<file path="src/rtl/mqnic_rx_queue_map_if.sv">
// AXI-stream bundle used by the RX queue mapper on both its ingress and egress sides.
// tdest is only meaningful on the egress side.
interface mqnic_rx_queue_map_if #(
  parameter int unsigned DataWidth = 256,
  parameter int unsigned KeepWidth = DataWidth / 8,
  parameter int unsigned IdWidth   = 8,
  parameter int unsigned UserWidth = 45,
  parameter int unsigned DestWidth = 8
);
  logic [DataWidth-1:0] tdata;
  logic [KeepWidth-1:0] tkeep;
  logic                 tvalid;
  logic                 tready;
  logic                 tlast;
  logic [IdWidth-1:0]   tid;
  logic [UserWidth-1:0] tuser;
  logic [DestWidth-1:0] tdest;

  modport master (output tdata, tkeep, tvalid, tlast, tid, tuser, tdest, input tready);
  modport slave  (input tdata, tkeep, tvalid, tlast, tid, tuser, tdest, output tready);
endinterface

</file>
<file path="src/rtl/mqnic_rx_queue_map.sv">
// Per-packet RX queue selection: tdest = base[func] + (hash & mask[func]), with whole-packet
// drop for unknown or disabled functions. One registered output stage, full throughput.
module mqnic_rx_queue_map #(
  parameter int unsigned AXIS_DATA_WIDTH      = 256,
  parameter int unsigned AXIS_KEEP_WIDTH      = AXIS_DATA_WIDTH / 8,
  parameter int unsigned AXIS_ID_WIDTH        = 8,
  parameter int unsigned USER_WIDTH           = 1,
  parameter int unsigned AXIS_USER_WIDTH      = USER_WIDTH + 44,
  parameter int unsigned RX_QUEUE_INDEX_WIDTH = 8,
  parameter int unsigned FUNC_COUNT           = 4
) (
  input  logic                            clk,
  input  logic                            rst_n,
  mqnic_rx_queue_map_if.slave             s_axis,
  mqnic_rx_queue_map_if.master            m_axis,
  input  logic                            cfg_wr_en_i,
  input  logic [7:0]                      cfg_wr_func_i,
  input  logic [RX_QUEUE_INDEX_WIDTH-1:0] cfg_wr_base_i,
  input  logic [RX_QUEUE_INDEX_WIDTH-1:0] cfg_wr_mask_i,
  input  logic                            cfg_wr_enable_i,
  output logic                            stat_drop_o,
  output logic [31:0]                     stat_drop_count_o
);
  localparam int unsigned QW = RX_QUEUE_INDEX_WIDTH;

  typedef enum logic [1:0] {StSop, StPass, StDrop} state_e;

  state_e                     state_q;
  logic [QW-1:0]              base_q [FUNC_COUNT];
  logic [QW-1:0]              mask_q [FUNC_COUNT];
  logic                       en_q   [FUNC_COUNT];
  logic [QW-1:0]              dest_pkt_q;
  logic                       valid_q;
  logic [AXIS_DATA_WIDTH-1:0] tdata_q;
  logic [AXIS_KEEP_WIDTH-1:0] tkeep_q;
  logic                       tlast_q;
  logic [AXIS_ID_WIDTH-1:0]   tid_q;
  logic [AXIS_USER_WIDTH-1:0] tuser_q;
  logic [QW-1:0]              tdest_q;
  logic                       drop_q;
  logic [31:0]                drop_cnt_q;

  logic [7:0]    func_id;
  logic [QW-1:0] hash_lo;
  logic [QW-1:0] lut_base;
  logic [QW-1:0] lut_mask;
  logic [QW-1:0] lut_dest;
  logic          lut_ok;
  logic          s_ready;
  logic          s_hs;
  logic          fwd;

  assign func_id = s_axis.tuser[AXIS_USER_WIDTH-1 -: 8];
  assign hash_lo = s_axis.tuser[USER_WIDTH +: QW];

  // Out-of-range function ids match no entry and therefore read as invalid.
  always_comb begin
    lut_ok   = 1'b0;
    lut_base = '0;
    lut_mask = '0;
    for (int i = 0; i < FUNC_COUNT; i++) begin
      if (func_id == 8'(i)) begin
        lut_ok   = en_q[i];
        lut_base = base_q[i];
        lut_mask = mask_q[i];
      end
    end
  end

  assign lut_dest = lut_base + (hash_lo & lut_mask);
  assign s_ready  = (state_q == StDrop) | m_axis.tready | ~valid_q;
  assign s_hs     = s_axis.tvalid & s_ready;
  assign fwd      = s_hs & (((state_q == StSop) & lut_ok) | (state_q == StPass));

  assign s_axis.tready     = s_ready;
  assign m_axis.tvalid     = valid_q;
  assign m_axis.tdata      = tdata_q;
  assign m_axis.tkeep      = tkeep_q;
  assign m_axis.tlast      = tlast_q;
  assign m_axis.tid        = tid_q;
  assign m_axis.tuser      = tuser_q;
  assign m_axis.tdest      = tdest_q;
  assign stat_drop_o       = drop_q;
  assign stat_drop_count_o = drop_cnt_q;

  always_ff @(posedge clk or negedge rst_n) begin
    if (!rst_n) begin
      for (int i = 0; i < FUNC_COUNT; i++) begin
        base_q[i] <= '0;
        mask_q[i] <= '0;
        en_q[i]   <= 1'b1;
      end
    end else if (cfg_wr_en_i) begin
      for (int i = 0; i < FUNC_COUNT; i++) begin
        if (cfg_wr_func_i == 8'(i)) begin
          base_q[i] <= cfg_wr_base_i;
          mask_q[i] <= cfg_wr_mask_i;
          en_q[i]   <= cfg_wr_enable_i;
        end
      end
    end
  end

  always_ff @(posedge clk or negedge rst_n) begin
    if (!rst_n) begin
      state_q    <= StSop;
      dest_pkt_q <= '0;
      valid_q    <= 1'b0;
      tdata_q    <= '0;
      tkeep_q    <= '0;
      tlast_q    <= 1'b0;
      tid_q      <= '0;
      tuser_q    <= '0;
      tdest_q    <= '0;
      drop_q     <= 1'b0;
      drop_cnt_q <= '0;
    end else begin
      drop_q <= 1'b0;
      if (m_axis.tready) valid_q <= 1'b0;
      // fwd implies the output register is free or being consumed this cycle.
      if (fwd) begin
        valid_q <= 1'b1;
        tdata_q <= s_axis.tdata;
        tkeep_q <= s_axis.tkeep;
        tlast_q <= s_axis.tlast;
        tid_q   <= s_axis.tid;
        tuser_q <= s_axis.tuser;
        tdest_q <= (state_q == StSop) ? lut_dest : dest_pkt_q;
      end
      if (s_hs) begin
        unique case (state_q)
          StSop: begin
            if (lut_ok) begin
              dest_pkt_q <= lut_dest;
              state_q    <= s_axis.tlast ? StSop : StPass;
            end else begin
              drop_q  <= 1'b1;
              if (drop_cnt_q != '1) drop_cnt_q <= drop_cnt_q + 32'd1;
              state_q <= s_axis.tlast ? StSop : StDrop;
            end
          end
          StPass, StDrop: begin
            if (s_axis.tlast) state_q <= StSop;
          end
          default: state_q <= StSop;
        endcase
      end
    end
  end
endmodule

</file>
<file path="src/flat_wrapper.sv">
// flat-port wrapper written by rule: the top's interface ports become plain ports
module mqnic_rx_queue_map_flat 
#(
  parameter int unsigned AXIS_DATA_WIDTH      = 256,
  parameter int unsigned AXIS_KEEP_WIDTH      = AXIS_DATA_WIDTH / 8,
  parameter int unsigned AXIS_ID_WIDTH        = 8,
  parameter int unsigned USER_WIDTH           = 1,
  parameter int unsigned AXIS_USER_WIDTH      = USER_WIDTH + 44,
  parameter int unsigned RX_QUEUE_INDEX_WIDTH = 8,
  parameter int unsigned FUNC_COUNT           = 4
)
  (clk, rst_n, cfg_wr_en_i, cfg_wr_func_i, cfg_wr_base_i, cfg_wr_mask_i, cfg_wr_enable_i, stat_drop_o, stat_drop_count_o, s_axis_tdata, s_axis_tkeep, s_axis_tvalid, s_axis_tlast, s_axis_tid, s_axis_tuser, s_axis_tdest, s_axis_tready, m_axis_tdata, m_axis_tkeep, m_axis_tvalid, m_axis_tlast, m_axis_tid, m_axis_tuser, m_axis_tdest, m_axis_tready);
  mqnic_rx_queue_map_if s_axis_i ();
  mqnic_rx_queue_map_if m_axis_i ();
  input  logic clk;
  input  logic rst_n;
  input  logic cfg_wr_en_i;
  input  logic [7:0] cfg_wr_func_i;
  input  logic [RX_QUEUE_INDEX_WIDTH-1:0] cfg_wr_base_i;
  input  logic [RX_QUEUE_INDEX_WIDTH-1:0] cfg_wr_mask_i;
  input  logic cfg_wr_enable_i;
  output logic stat_drop_o;
  output logic [31:0] stat_drop_count_o;
  input wire logic [$bits(s_axis_i.tdata)-1:0] s_axis_tdata;
  input wire logic [$bits(s_axis_i.tkeep)-1:0] s_axis_tkeep;
  input wire logic [$bits(s_axis_i.tvalid)-1:0] s_axis_tvalid;
  input wire logic [$bits(s_axis_i.tlast)-1:0] s_axis_tlast;
  input wire logic [$bits(s_axis_i.tid)-1:0] s_axis_tid;
  input wire logic [$bits(s_axis_i.tuser)-1:0] s_axis_tuser;
  input wire logic [$bits(s_axis_i.tdest)-1:0] s_axis_tdest;
  output wire logic [$bits(s_axis_i.tready)-1:0] s_axis_tready;
  output wire logic [$bits(m_axis_i.tdata)-1:0] m_axis_tdata;
  output wire logic [$bits(m_axis_i.tkeep)-1:0] m_axis_tkeep;
  output wire logic [$bits(m_axis_i.tvalid)-1:0] m_axis_tvalid;
  output wire logic [$bits(m_axis_i.tlast)-1:0] m_axis_tlast;
  output wire logic [$bits(m_axis_i.tid)-1:0] m_axis_tid;
  output wire logic [$bits(m_axis_i.tuser)-1:0] m_axis_tuser;
  output wire logic [$bits(m_axis_i.tdest)-1:0] m_axis_tdest;
  input wire logic [$bits(m_axis_i.tready)-1:0] m_axis_tready;
  assign s_axis_i.tdata = s_axis_tdata;
  assign s_axis_i.tkeep = s_axis_tkeep;
  assign s_axis_i.tvalid = s_axis_tvalid;
  assign s_axis_i.tlast = s_axis_tlast;
  assign s_axis_i.tid = s_axis_tid;
  assign s_axis_i.tuser = s_axis_tuser;
  assign s_axis_i.tdest = s_axis_tdest;
  assign s_axis_tready = s_axis_i.tready;
  assign m_axis_tdata = m_axis_i.tdata;
  assign m_axis_tkeep = m_axis_i.tkeep;
  assign m_axis_tvalid = m_axis_i.tvalid;
  assign m_axis_tlast = m_axis_i.tlast;
  assign m_axis_tid = m_axis_i.tid;
  assign m_axis_tuser = m_axis_i.tuser;
  assign m_axis_tdest = m_axis_i.tdest;
  assign m_axis_i.tready = m_axis_tready;
  mqnic_rx_queue_map #(.AXIS_DATA_WIDTH(AXIS_DATA_WIDTH), .AXIS_KEEP_WIDTH(AXIS_KEEP_WIDTH), .AXIS_ID_WIDTH(AXIS_ID_WIDTH), .USER_WIDTH(USER_WIDTH), .AXIS_USER_WIDTH(AXIS_USER_WIDTH), .RX_QUEUE_INDEX_WIDTH(RX_QUEUE_INDEX_WIDTH), .FUNC_COUNT(FUNC_COUNT)) u_core (.clk(clk), .rst_n(rst_n), .s_axis(s_axis_i), .m_axis(m_axis_i), .cfg_wr_en_i(cfg_wr_en_i), .cfg_wr_func_i(cfg_wr_func_i), .cfg_wr_base_i(cfg_wr_base_i), .cfg_wr_mask_i(cfg_wr_mask_i), .cfg_wr_enable_i(cfg_wr_enable_i), .stat_drop_o(stat_drop_o), .stat_drop_count_o(stat_drop_count_o));
endmodule
</file>
<file path="config.mk">
export PLATFORM = sky130hd
export DESIGN_NAME = mqnic_rx_queue_map_flat
export DESIGN_NICKNAME = d
export VERILOG_FILES = /design/src/rtl/mqnic_rx_queue_map_if.sv /design/src/rtl/mqnic_rx_queue_map.sv /design/src/flat_wrapper.sv
export SDC_FILE = /design/constraint.sdc
export NUM_CORES = 1
export LEC_CHECK = 0
export BUFFER_PORTS_ARGS = -buffer_cell sky130_fd_sc_hd__buf_4
export CAP_MARGIN = 30
export CELL_PAD_IN_SITES_DETAIL_PLACEMENT = 2
export CELL_PAD_IN_SITES_GLOBAL_PLACEMENT = 2
export CORE_AREA = 2 2 299 301
export CTS_CLUSTER_SIZE = 10
export DETAILED_ROUTE_END_ITERATION = 6
export DIE_AREA = 0 0 301 303
export PLACE_DENSITY_LB_ADDON = 0.3
export SETUP_SLACK_MARGIN = 0.15
export SLEW_MARGIN = 20
export SYNTH_ARGS = -nofsm -noshare
export SYNTH_HDL_FRONTEND = slang
export SYNTH_SLANG_ARGS = --single-unit
</file>
<file path="constraint.sdc">
create_clock -name clk -period 4.39 [get_ports clk]
set_input_delay 0.878 -clock clk [delete_from_list [all_inputs] [get_ports clk]]
set_output_delay 0.878 -clock clk [all_outputs]
set_load 0.01 [all_outputs]
</file>
==> results of run 1 <==
## state kept, by name, summed over array words and instances (netlist names)
signal                    cells
u_core.m_axis.tuser          45
u_core.stat_drop_o            1
u_core.mask_q                32
u_core.m_axis.tlast           1
u_core.m_axis.tvalid          1
u_core.state_q                2
u_core.m_axis.tdata         256
u_core.m_axis.tdest           8
u_core.en_q                   4
u_core.dest_pkt_q             8
u_core.base_q                32
u_core.m_axis.tid             8
u_core.m_axis.tkeep          32
u_core.stat_drop_count_o     32
## per-stage QoR
stage,hold WS (ps),setup slack [ps]
after floorplan,442,697
after global placement,457,517
after detailed placement,467,556
after CTS,299,1060
after global routing,326,966
final,274,1190
## metal layers
layer / track usage / wire length (um) / part of all wire
met1: 0.163 / 25500 / 0.37
met2: 0.265 / 37200 / 0.54
met4: 0.0450 / 1520 / 0.022
met3: 0.0448 / 5010 / 0.072
met5: 0 / 0 / 0
## kinds of logic (layout without fill, tap and decap cells)
kind of cell,Yosys count,after routing
and+or+nand+nor,117,117
DFF,462,462
xor gates and xnor gates,37,37
adders and majority gates,12,12
other,0,6
muxes,441,441
AOI/OAI and AO/OA,29,29
buffers and inverters,61,878
## report_power, final
| group | internal [uW] | switching, uW |
|---|---|---|
| logic | 1720 | 1360 |
| registers | 5070 | 481 |
| clock network | 2560 | 1840 |
| total | 9360 | 3690 |
## worst paths after layout
path	from	cells after the start	slack, ps	endpoint
worst max register to register	u_core.state_q[0]$_DFFE_PN0P_	7	1230	u_core.m_axis.tdata[36]$_DFFE_PN0P_
worst max-delay path	s_axis_tuser[37]	10	1190	u_core.m_axis.tdest[6]$_DFFE_PN0P_
max in group asynchronous	rst_n	2	2970	u_core.stat_drop_count_o[7]$_DFFE_PN0P_
min in group clk	u_core.dest_pkt_q[7]$_DFFE_PN0P_	2	480	u_core.dest_pkt_q[7]$_DFFE_PN0P_
worst min register to register	u_core.dest_pkt_q[7]$_DFFE_PN0P_	2	480	u_core.dest_pkt_q[7]$_DFFE_PN0P_
worst min-delay path	rst_n	1	270	u_core.mask_q[8]$_DFFE_PN0P_
## cells in the final DEF, fill, tap and decap left out, types with 4 or more instances in the layout
cell type,n
buf_12,9
nand2_1,28
dfrtp_1,458
nor2_1,12
and2_1,5
nor3_1,4
xnor2_1,31
diode_2,6
a21oi_1,9
dfstp_2,4
clkbuf_8,8
clkbuf_1,19
o21ai_0,8
inv_1,11
nand4_1,10
xor2_1,6
clkbuf_16,59
mux4_1,4
buf_4,765
and4_1,4
ha_1,11
mux2_1,59
mux2i_1,8
mux2_2,358
nand3_1,12
mux4_2,12
and3_1,17
## area by class of cell
cell class,count,area [um2],area share
well taps,1165,1460,0.0534
inverters,11,41.3,0.00151
flip-flops and latches,462,11600,0.424
clock buffers,86,1660,0.0607
clock inverters,6,42.5,0.00156
diodes,6,15.0,0.000550
multi-input cells,636,6590,0.241
repair buffers,775,5940,0.217
==> flow_summary.yaml, run 1 <==
timing:
  fin_crit_sh: 0.729
  drv_slew: 0
  fin_crit_ps: 3200
  fmax_mhz: 312
  setup-tns-final_ps: 0
  setup_violations: 0
  max_slew_margin: 0.471
  rsz0062_at_grt: "false"
  fin_worst_skew_ps: 20.8
  worst_pin_slew_ps: 794
  hold_viol: 0
place:
  dpl_cell_area_um2: 25600
  gp_congestion: 0.772
  io_buffer_count: 756
  placed_cells: 3049
  dpl.hpwl_mm: 52.9
setup_path:
  critPathMostFrequentCell: "a21oi_1"
  start_kind: "input pin"
  crit_buf_inv: 1
  cp_cell_sequence: "buf_4 -> mux4_1 -> and3_1 -> ha_1 -> nor2b_1 -> o21ai_0 -> a21oi_1 -> or3_1 -> a31oi_1 -> a21oi_1"
  cpMaxStageDelayCell: "mux4_1"
  crit_arrival_ps: 3670
  path_class: "input pin to flip-flop"
  required_ps: 4850
  cp_max_fo: 19
  slowest_delay_ps: 660
  path_delay_family: "simple AND/OR/NAND/NOR gates"
  end_kind: "flip-flop"
yosys:
  synthMuxAreaShare: 0.278
  syn_nets: 1551
  synth_top_area_share: 0.618
  synth_cells: 1159
  synth.area.top_cells: "dfrtp_1 62%, mux2_2 22%, mux2_1 3.6%, buf_4 1.5%, xnor2_1 1.5%"
  ys_seq_elements: 462
  synthTopCellsByCount: "458 x dfrtp_1, 358 x mux2_2, 59 x mux2_1"
  synth_largest_area_cell: "dfrtp_1"
  synth-edff-count: 0
  synth-adder-area-share: 0.00851
  synth_compound_area_frac: 0.00965
  async_flop_share: 1.00
  synth_top_family_by_area: "multiplexers"
  yosysSeqAreaShare: 0.624
  synthMostInstantiatedCell: "dfrtp_1"
  synthesis.area_um2: 18500
  ys_warn_count: 0
  yosys.area_share.simple: 0.0412
  synth_xor_area_frac: 0.0175
  ys.flop_type: "dfrtp_1"
  syn_avg_cell_area_um2: 16.0
  yosysUniqueCellTypes: 57
die:
  die_area_um2: 91200
  core_region_area_um2: 88000
  die_x_um: 301
  floorplan.initialDensity: 0.211
  io_pins: 765
  rows: 109
  die_y_um: 303
power_and_ir_drop:
  power.total_uw: 13000
  powerDensity_nw_per_um2: 478
  peakVddDrop_uv: 253
  p_leak_uw: 0.0137
worst_hold_path:
  hold_path.class: "input pin to async pin"
finish:
  fin_nets: 2335
  fin_util: 0.310
  final_area_um2: 27300
  n_fill_cell: 9213
  fin_cells: 3147
  area_growth_syn_to_layout_pct: 47.3
  drive_above_1_share: 0.628
drt:
  ant_nets: 0
  vias: 12900
  firstDrtPassIters: 4
  drc_errors: 0
  wl_mm: 69.2
  vias_per_cell: 4.10
  drt_iter0_drc: 396
  wl_per_cell_um: 22.0
grt:
  grt_pass1_vias: 14500
  track_usage: 0.146
  grt_pass1_wl_mm: 99.7
  grt_max_degree: 94
  grt_overflow: 0
  antenna_found_initial: 5
clock_network:
  cts_buffers: 57
  cts_resized: 0
  ctsRootBufferMaster: "clkbuf_16"
  cts_tree: "built"
  post-cts-setup-buffer-count: 0
  cts_hold_buf: 0
  cts.path.max_buffers: 3
  cts_sinks: 462
  clk_pin_slew_ps: 60
  h-tree-depth: 2
  clk_latency_ps: 600
job:
  maxCapViolCount: 0
outcome:
  status: "finished, final reports clean"
Note: power is estimated with default switching activity, not from simulation.
==> run 2, diff against run 1 <==
--- a/config.mk
+++ b/config.mk
@@ -9,10 +9,10 @@
 export CAP_MARGIN = 30
 export CELL_PAD_IN_SITES_DETAIL_PLACEMENT = 2
 export CELL_PAD_IN_SITES_GLOBAL_PLACEMENT = 2
-export CORE_AREA = 2 2 299 301
+export CORE_AREA = 2 2 297 299
 export CTS_CLUSTER_SIZE = 10
 export DETAILED_ROUTE_END_ITERATION = 6
-export DIE_AREA = 0 0 301 303
+export DIE_AREA = 0 0 299 301
 export PLACE_DENSITY_LB_ADDON = 0.3
 export SETUP_SLACK_MARGIN = 0.15
 export SLEW_MARGIN = 20
==> constraint.sdc (replaced) <==
create_clock -name clk -period 2.79 [get_ports clk]
set_input_delay 0.558 -clock clk [delete_from_list [all_inputs] [get_ports clk]]
set_output_delay 0.558 -clock clk [all_outputs]
set_load 0.01 [all_outputs]
==> run 2 against run 1 <==
Compared with the run above: critical path depth fell by 1; clock skew fell by 11 ps; hold slack worse by 94 ps; core utilization increased by 1.4 points; combinational power rose by 61%; first-iteration DRC count is 3.0% lower; sequential share of layout area down 1.1 points; total power increased by 58%; die area decreased by 1.3%; count of clock-buffer cells in the layout decreased by 8; clock power grew 56%; register-to-register slack got worse by 930 ps; critical endpoint unchanged; largest cell class unchanged.
==> flow_summary.yaml, run 2 (same netlist as run 1, synthesis figures left out) <==
grt:
  grt_overflow: 0
  antenna_found_initial: 10
  use_met2: 0.279
  track_usage: 0.154
  grt_pass1_wl_mm: 104
  grt_max_degree: 60
  grt_use_met1: 0.165
  grt-busiest-layer: "met2"
  gr-usage-met3: 0.0600
  grt_pass1_vias: 15200
clock_network:
  cts.path.max_buffers: 3
  clk_pin_slew_ps: 60
  clk_latency_ps: 590
  h-tree-depth: 2
  post-cts-setup-buffer-count: 0
  cts_sinks: 462
  cts_tree: "built"
  ctsRootBufferMaster: "clkbuf_16"
  cts_buffers: 56
finish:
  fin_nets: 2398
  largest_reg_flops: 256
  final_cell_mix: "809 x buf_4, 458 x dfrtp_1, 358 x mux2_2, 59 x mux2_1, 57 x clkbuf_16"
  final_common_cell: "buf_4"
  area_growth_syn_to_layout_pct: 51.1
  drive_above_1_share: 0.645
  fin_util: 0.324
die:
  die_y_um: 301
  floorplan.initialDensity: 0.214
  io_pins: 765
  die_area_um2: 90000
  core_region_area_um2: 86500
  rows: 108
  die_x_um: 299
setup_path:
  crit_arrival_ps: 2960
  end_kind: "flip-flop"
  cp_cell_sequence: "mux4_2 -> and3_1 -> ha_1 -> nor2b_1 -> o21ai_2 -> a21oi_1 -> or3_1 -> a31oi_1 -> a21oi_1"
  critPathMostFrequentCell: "a21oi_1"
  required_ps: 3260
  cp_max_fo: 2
  crit_buf_inv: 0
  cpMaxStageDelayCell: "mux4_2"
  slowest_delay_ps: 500
  start_kind: "flip-flop"
  path_class: "flip-flop to flip-flop"
  path_delay_family: "simple AND/OR/NAND/NOR gates"
outcome:
  status: "finished, final reports clean"
place:
  gp_congestion: 0.812
  dpl.hpwl_mm: 56.2
  io_buffer_count: 756
timing:
  worst_pin_slew_ps: 514
  fin_crit_sh: 0.894
  rsz0062_at_grt: "false"
  setup_violations: 0
  max_slew_margin: 0.658
  fmax_mhz: 401
  hold_viol: 0
  drv_slew: 0
  fin_crit_ps: 2490
  fin_worst_skew_ps: 9.49
worst_hold_path:
  hold_path.class: "input pin to flip-flop"
drt:
  wl_per_cell_um: 22.3
  wl_mm: 71.0
  drc_errors: 0
  vias: 13200
  drt_iter0_drc: 384
  firstDrtPassIters: 4
  ant_nets: 0
  vias_per_cell: 4.13
power_and_ir_drop:
  peakVddDrop_uv: 364
  powerDensity_nw_per_um2: 736
  p_leak_uw: 0.0141
  power.total_uw: 20600
job:
  maxCapViolCount: 0
==> run 2: cell types whose count changed in the layout (fill, tap and decap cells not counted), sizes merged <==
cell	before	now
inv	13	11
bufinv	0	2
diode	6	3
clkbuf	86	78
clkinv	2	1
dlygate4sd3	0	1
clkinvlp	2	1
buf	775	838
==> run 2: report_power, final <==
group	internal [uW]	total (uW)	switching, uW
Sequential	7970	8740	767
Combinational	2770	4980	2210
Clock	4050	6900	2850
==> run 2: per-layer routing <==
metal	routed length (um)	vias to the layer above
met4	1660	12
met2	37500	423
met1	25800	6830
li1	-	5803
met3	6020	102
met5	74	-
==> run 2: path summary, 6_finish.rpt <==
kind,startpoint,end,slack [ps],depth (start not counted)
hold reg to reg,u_core.dest_pkt_q[1]$_DFFE_PN0P_,u_core.dest_pkt_q[1]$_DFFE_PN0P_,490,2
min in group asynchronous,rst_n,u_core.m_axis.tuser[15]$_DFFE_PN0P_,470,2
setup / recovery,u_core.mask_q[2]$_DFFE_PN0P_,u_core.m_axis.tdest[6]$_DFFE_PN0P_,300,9
max in group asynchronous,rst_n,u_core.en_q[0]$_DFFE_PN1P_,1370,4
setup reg to reg,u_core.mask_q[2]$_DFFE_PN0P_,u_core.m_axis.tdest[6]$_DFFE_PN0P_,300,9
hold / removal,s_axis_tdata[227],u_core.m_axis.tdata[227]$_DFFE_PN0P_,180,2
==> run 2: repair_timing <==
action / 4_1_cts / 5_1_grt
resized for setup: 0 / 6
endpoints found under the hold margin: 52 / 0
endpoints found under the setup margin: 0 / 299
hold buffers: 1 / 0
==> run 2: through the flow <==
stage                     instances  hold slack (ps)  setup WS [ps]  setup TNS, ps  area (um2)
after floorplan                1159              262          -32.0          -32.0       18600
after global placement         3102              456           -301          -4510       26300
after detailed placement       3102              477           -329          -5890       26300
after CTS                      3185              121            180              0       28000
after global routing           3188              129            153              0       28000
final                          3188              181            296              0       28000
==> run 2: final cells by class <==
class	count	area [um2]
fillers	9077	58500
flip-flops and latches	462	11600
repair buffers	839	6660
multi-input cells	636	6640
clock buffers	78	1590
well taps	1155	1450
clock inverters	4	76.3
inverters	11	41.3
diodes	3	7.51
==> run 3, diff against run 2 <==
--- a/config.mk
+++ b/config.mk
@@ -5,14 +5,15 @@
 export SDC_FILE = /design/constraint.sdc
 export NUM_CORES = 1
 export LEC_CHECK = 0
+export ABC_AREA = 1
 export BUFFER_PORTS_ARGS = -buffer_cell sky130_fd_sc_hd__buf_4
 export CAP_MARGIN = 30
 export CELL_PAD_IN_SITES_DETAIL_PLACEMENT = 2
 export CELL_PAD_IN_SITES_GLOBAL_PLACEMENT = 2
-export CORE_AREA = 2 2 297 299
+export CORE_AREA = 2 2 298 300
 export CTS_CLUSTER_SIZE = 10
 export DETAILED_ROUTE_END_ITERATION = 6
-export DIE_AREA = 0 0 299 301
+export DIE_AREA = 0 0 300 302
 export PLACE_DENSITY_LB_ADDON = 0.3
 export SETUP_SLACK_MARGIN = 0.15
 export SLEW_MARGIN = 20
==> run 3 against run 2 <==
Compared with the run above: cell count up 35%; first-iteration DRC count up 130%; final area up 2.9%; synthesized cell count up 94%; total power down 9.3%; non-clock buffer count up 36; clock power up 4.6%; flip-flop and latch count unchanged; count of clock-buffer cells in the layout up 8; critical path depth up 12; global-route usage up 4.4 points; critical endpoint unchanged.
==> flow_summary.yaml, run 3 <==
drt:
  vias_per_cell: 4.35
  wl_per_cell_um: 21.4
  ant_nets: 0
  drc_errors: 0
  vias: 18700
  drt_iter0_drc: 865
  wl_mm: 92.1
  firstDrtPassIters: 4
timing:
  worst_pin_slew_ps: 656
  drv_slew: 0
  fmax_mhz: 389
  hold_viol: 0
  setup_violations: 0
  fin_crit_sh: 0.921
  fin_worst_skew_ps: 21.2
  max_slew_margin: 0.562
  rsz0062_at_grt: "true"
  fin_crit_ps: 2570
  holdWs_ps: 128
outcome:
  status: "finished, final reports clean"
yosys:
  synthMostInstantiatedCell: "nand2_1"
  synth.area.top_cells: "dfrtp_1 60%, nand2_1 25%, o21ai_0 3.2%, inv_1 1.8%, buf_6 1.4%"
  syn_nets: 2646
  synth_largest_area_cell: "dfrtp_1"
  synth-edff-count: 0
  ys_seq_elements: 462
  synth_cells: 2254
  synth_top_area_share: 0.596
  yosysSeqAreaShare: 0.602
  synthTopCellsByCount: "1257 x nand2_1, 458 x dfrtp_1, 124 x o21ai_0"
  async_flop_share: 1.00
  ys_warn_count: 0
  ys.flop_type: "dfrtp_1"
  syn_avg_cell_area_um2: 8.53
  yosysUniqueCellTypes: 36
  synthesis.area_um2: 19200
grt:
  antenna_found_initial: 14
  grt_pass1_vias: 20600
  grt_max_degree: 66
  track_usage: 0.197
  grt_pass1_wl_mm: 136
  grt_overflow: 0
finish:
  final_cell_mix: "1250 x nand2_1, 849 x buf_4, 458 x dfrtp_1, 121 x o21ai_0, 90 x inv_1"
  regArea_um2: 11600
  largest_reg_flops: 256
  n_fill_cell: 9970
  fin_nets: 3479
  multi_input_area_um2: 6770
  fin_cells: 4301
  drive_above_1_share: 0.318
  final_common_cell: "nand2_1"
  area_growth_syn_to_layout_pct: 49.9
clock_network:
  h-tree-depth: 2
  cts_tree: "built"
  clk_pin_slew_ps: 60
  clk_latency_ps: 630
  cts_sinks: 462
  ctsRootBufferMaster: "clkbuf_16"
  cts.path.max_buffers: 3
  cts_buffers: 58
place:
  gp_congestion: 0.861
  placed_cells: 4178
  dpl.hpwl_mm: 71.6
  io_buffer_count: 756
worst_hold_path:
  min_to: "u_core.m_axis.tdata[149]$_DFFE_PN0P_"
  min_from: "s_axis_tdata[149]"
  hold_path.class: "input pin to flip-flop"
  min_delay_path_depth: 3
setup_path:
  r2r_start: "u_core.state_q[0]$_DFFE_PN0P_"
  r2r_slack_ps: 410
  cp_max_fo: 5
  crit_arrival_ps: 3080
  end_kind: "flip-flop"
  path_class: "input pin to flip-flop"
  r2r_cells: 11
  worstReg2RegEnd: "u_core.m_axis.tdata[245]$_DFFE_PN0P_"
  start_kind: "input pin"
  required_ps: 3300
power_and_ir_drop:
  peakVddDrop_uv: 418
  p_leak_uw: 0.0158
  powerDensity_nw_per_um2: 649
die:
  die_x_um: 300
  die_area_um2: 90600
  rows: 109
  core_region_area_um2: 87600
  floorplan.initialDensity: 0.220
  io_pins: 765
  die_y_um: 302
job:
  maxCapViolCount: 0
==> run 3: worst max-delay path, stage by stage <==
cell and delay, ps:
buf_6 100, nor2_4 210, nand2_4 140, inv_4 90, nand2_4 70, inv_4 70
a21oi_2 30, nand2_1 80, o21ai_1 70, a21oi_1 160, ha_2 210, inv_2 40
fa_2 360, nand3b_1 180, nand2_2 110, a21oi_2 60, o21bai_1 150, xnor2_1 170
nand2_1 80, nand3_1 80, nand2_1 50
==> run 3: routing by layer <==
metal	up-vias	global-route usage	share of wire
met3	144	0.0446	0.055
li1	8609	-	-
met5	-	0	0.00023
met1	9459	0.226	0.39
met2	506	0.361	0.52
met4	4	0.0674	0.031
==> run 3: timing repair <==
item	CTS	global route
resized for setup	4	20
pin swaps	1	22
endpoints found under the hold margin	37	0
hold buffers	1	0
setup endpoints to repair	2	7
setup buffers	0	13
==> run 3: per-stage QoR <==
step	utilization	power (uW)	setup WS, ps	TNS [ps]	cell area (um2)
floorplan	-	9120	-26.7	-26.7	19300
global placement	0.306	11500	-520	-3280	26800
detailed placement	0.306	11700	-627	-4660	26800
CTS	0.327	19100	190	0	28600
global route	0.329	19600	34.3	0	28800
finish	0.329	18700	219	0	28800
==> run 3: worst max-delay path by stage <==
stage | startpoint | to | slack, ps | depth (start not counted)
after floorplan | s_axis_tuser[41] | u_core.m_axis.tdest[6]$_DFFE_PN0P_ | -30 | 19
after global placement | s_axis_tuser[41] | u_core.dest_pkt_q[7]$_DFFE_PN0P_ | -520 | 20
after detailed placement | s_axis_tuser[41] | u_core.m_axis.tdest[7]$_DFFE_PN0P_ | -630 | 20
after CTS | s_axis_tuser[44] | u_core.m_axis.tdest[7]$_DFFE_PN0P_ | 190 | 17
after global routing | s_axis_tuser[41] | u_core.m_axis.tdest[6]$_DFFE_PN0P_ | 30 | 19
final | s_axis_tuser[41] | u_core.m_axis.tdest[6]$_DFFE_PN0P_ | 220 | 21
==> run 3: cells by family after synthesis <==
logic type      Yosys count  share of synthesized area
compound gates          168                     0.0456
xor+xnor                 32                     0.0146
flops                   462                      0.602
fa+ha+maj                12                    0.00820
simple gates           1381                      0.277
buf+inv                 199                     0.0528
==> run 3: power breakdown <==
group	internal, uW	switching, uW	leakage, uW
Clock	4170	3050	0.000865
Sequential	7500	525	0.00618
Combinational	1630	1830	0.00872
==> run 3: final cells by class <==
class                   instances  share of cell area
repair buffers                875               0.238
clock inverters                10             0.00360
clock buffers                  86              0.0579
flip-flops and latches        462               0.401
well taps                    1165              0.0506
multi-input cells            1593               0.235
diodes                         13             0.00113
inverters                      97              0.0131
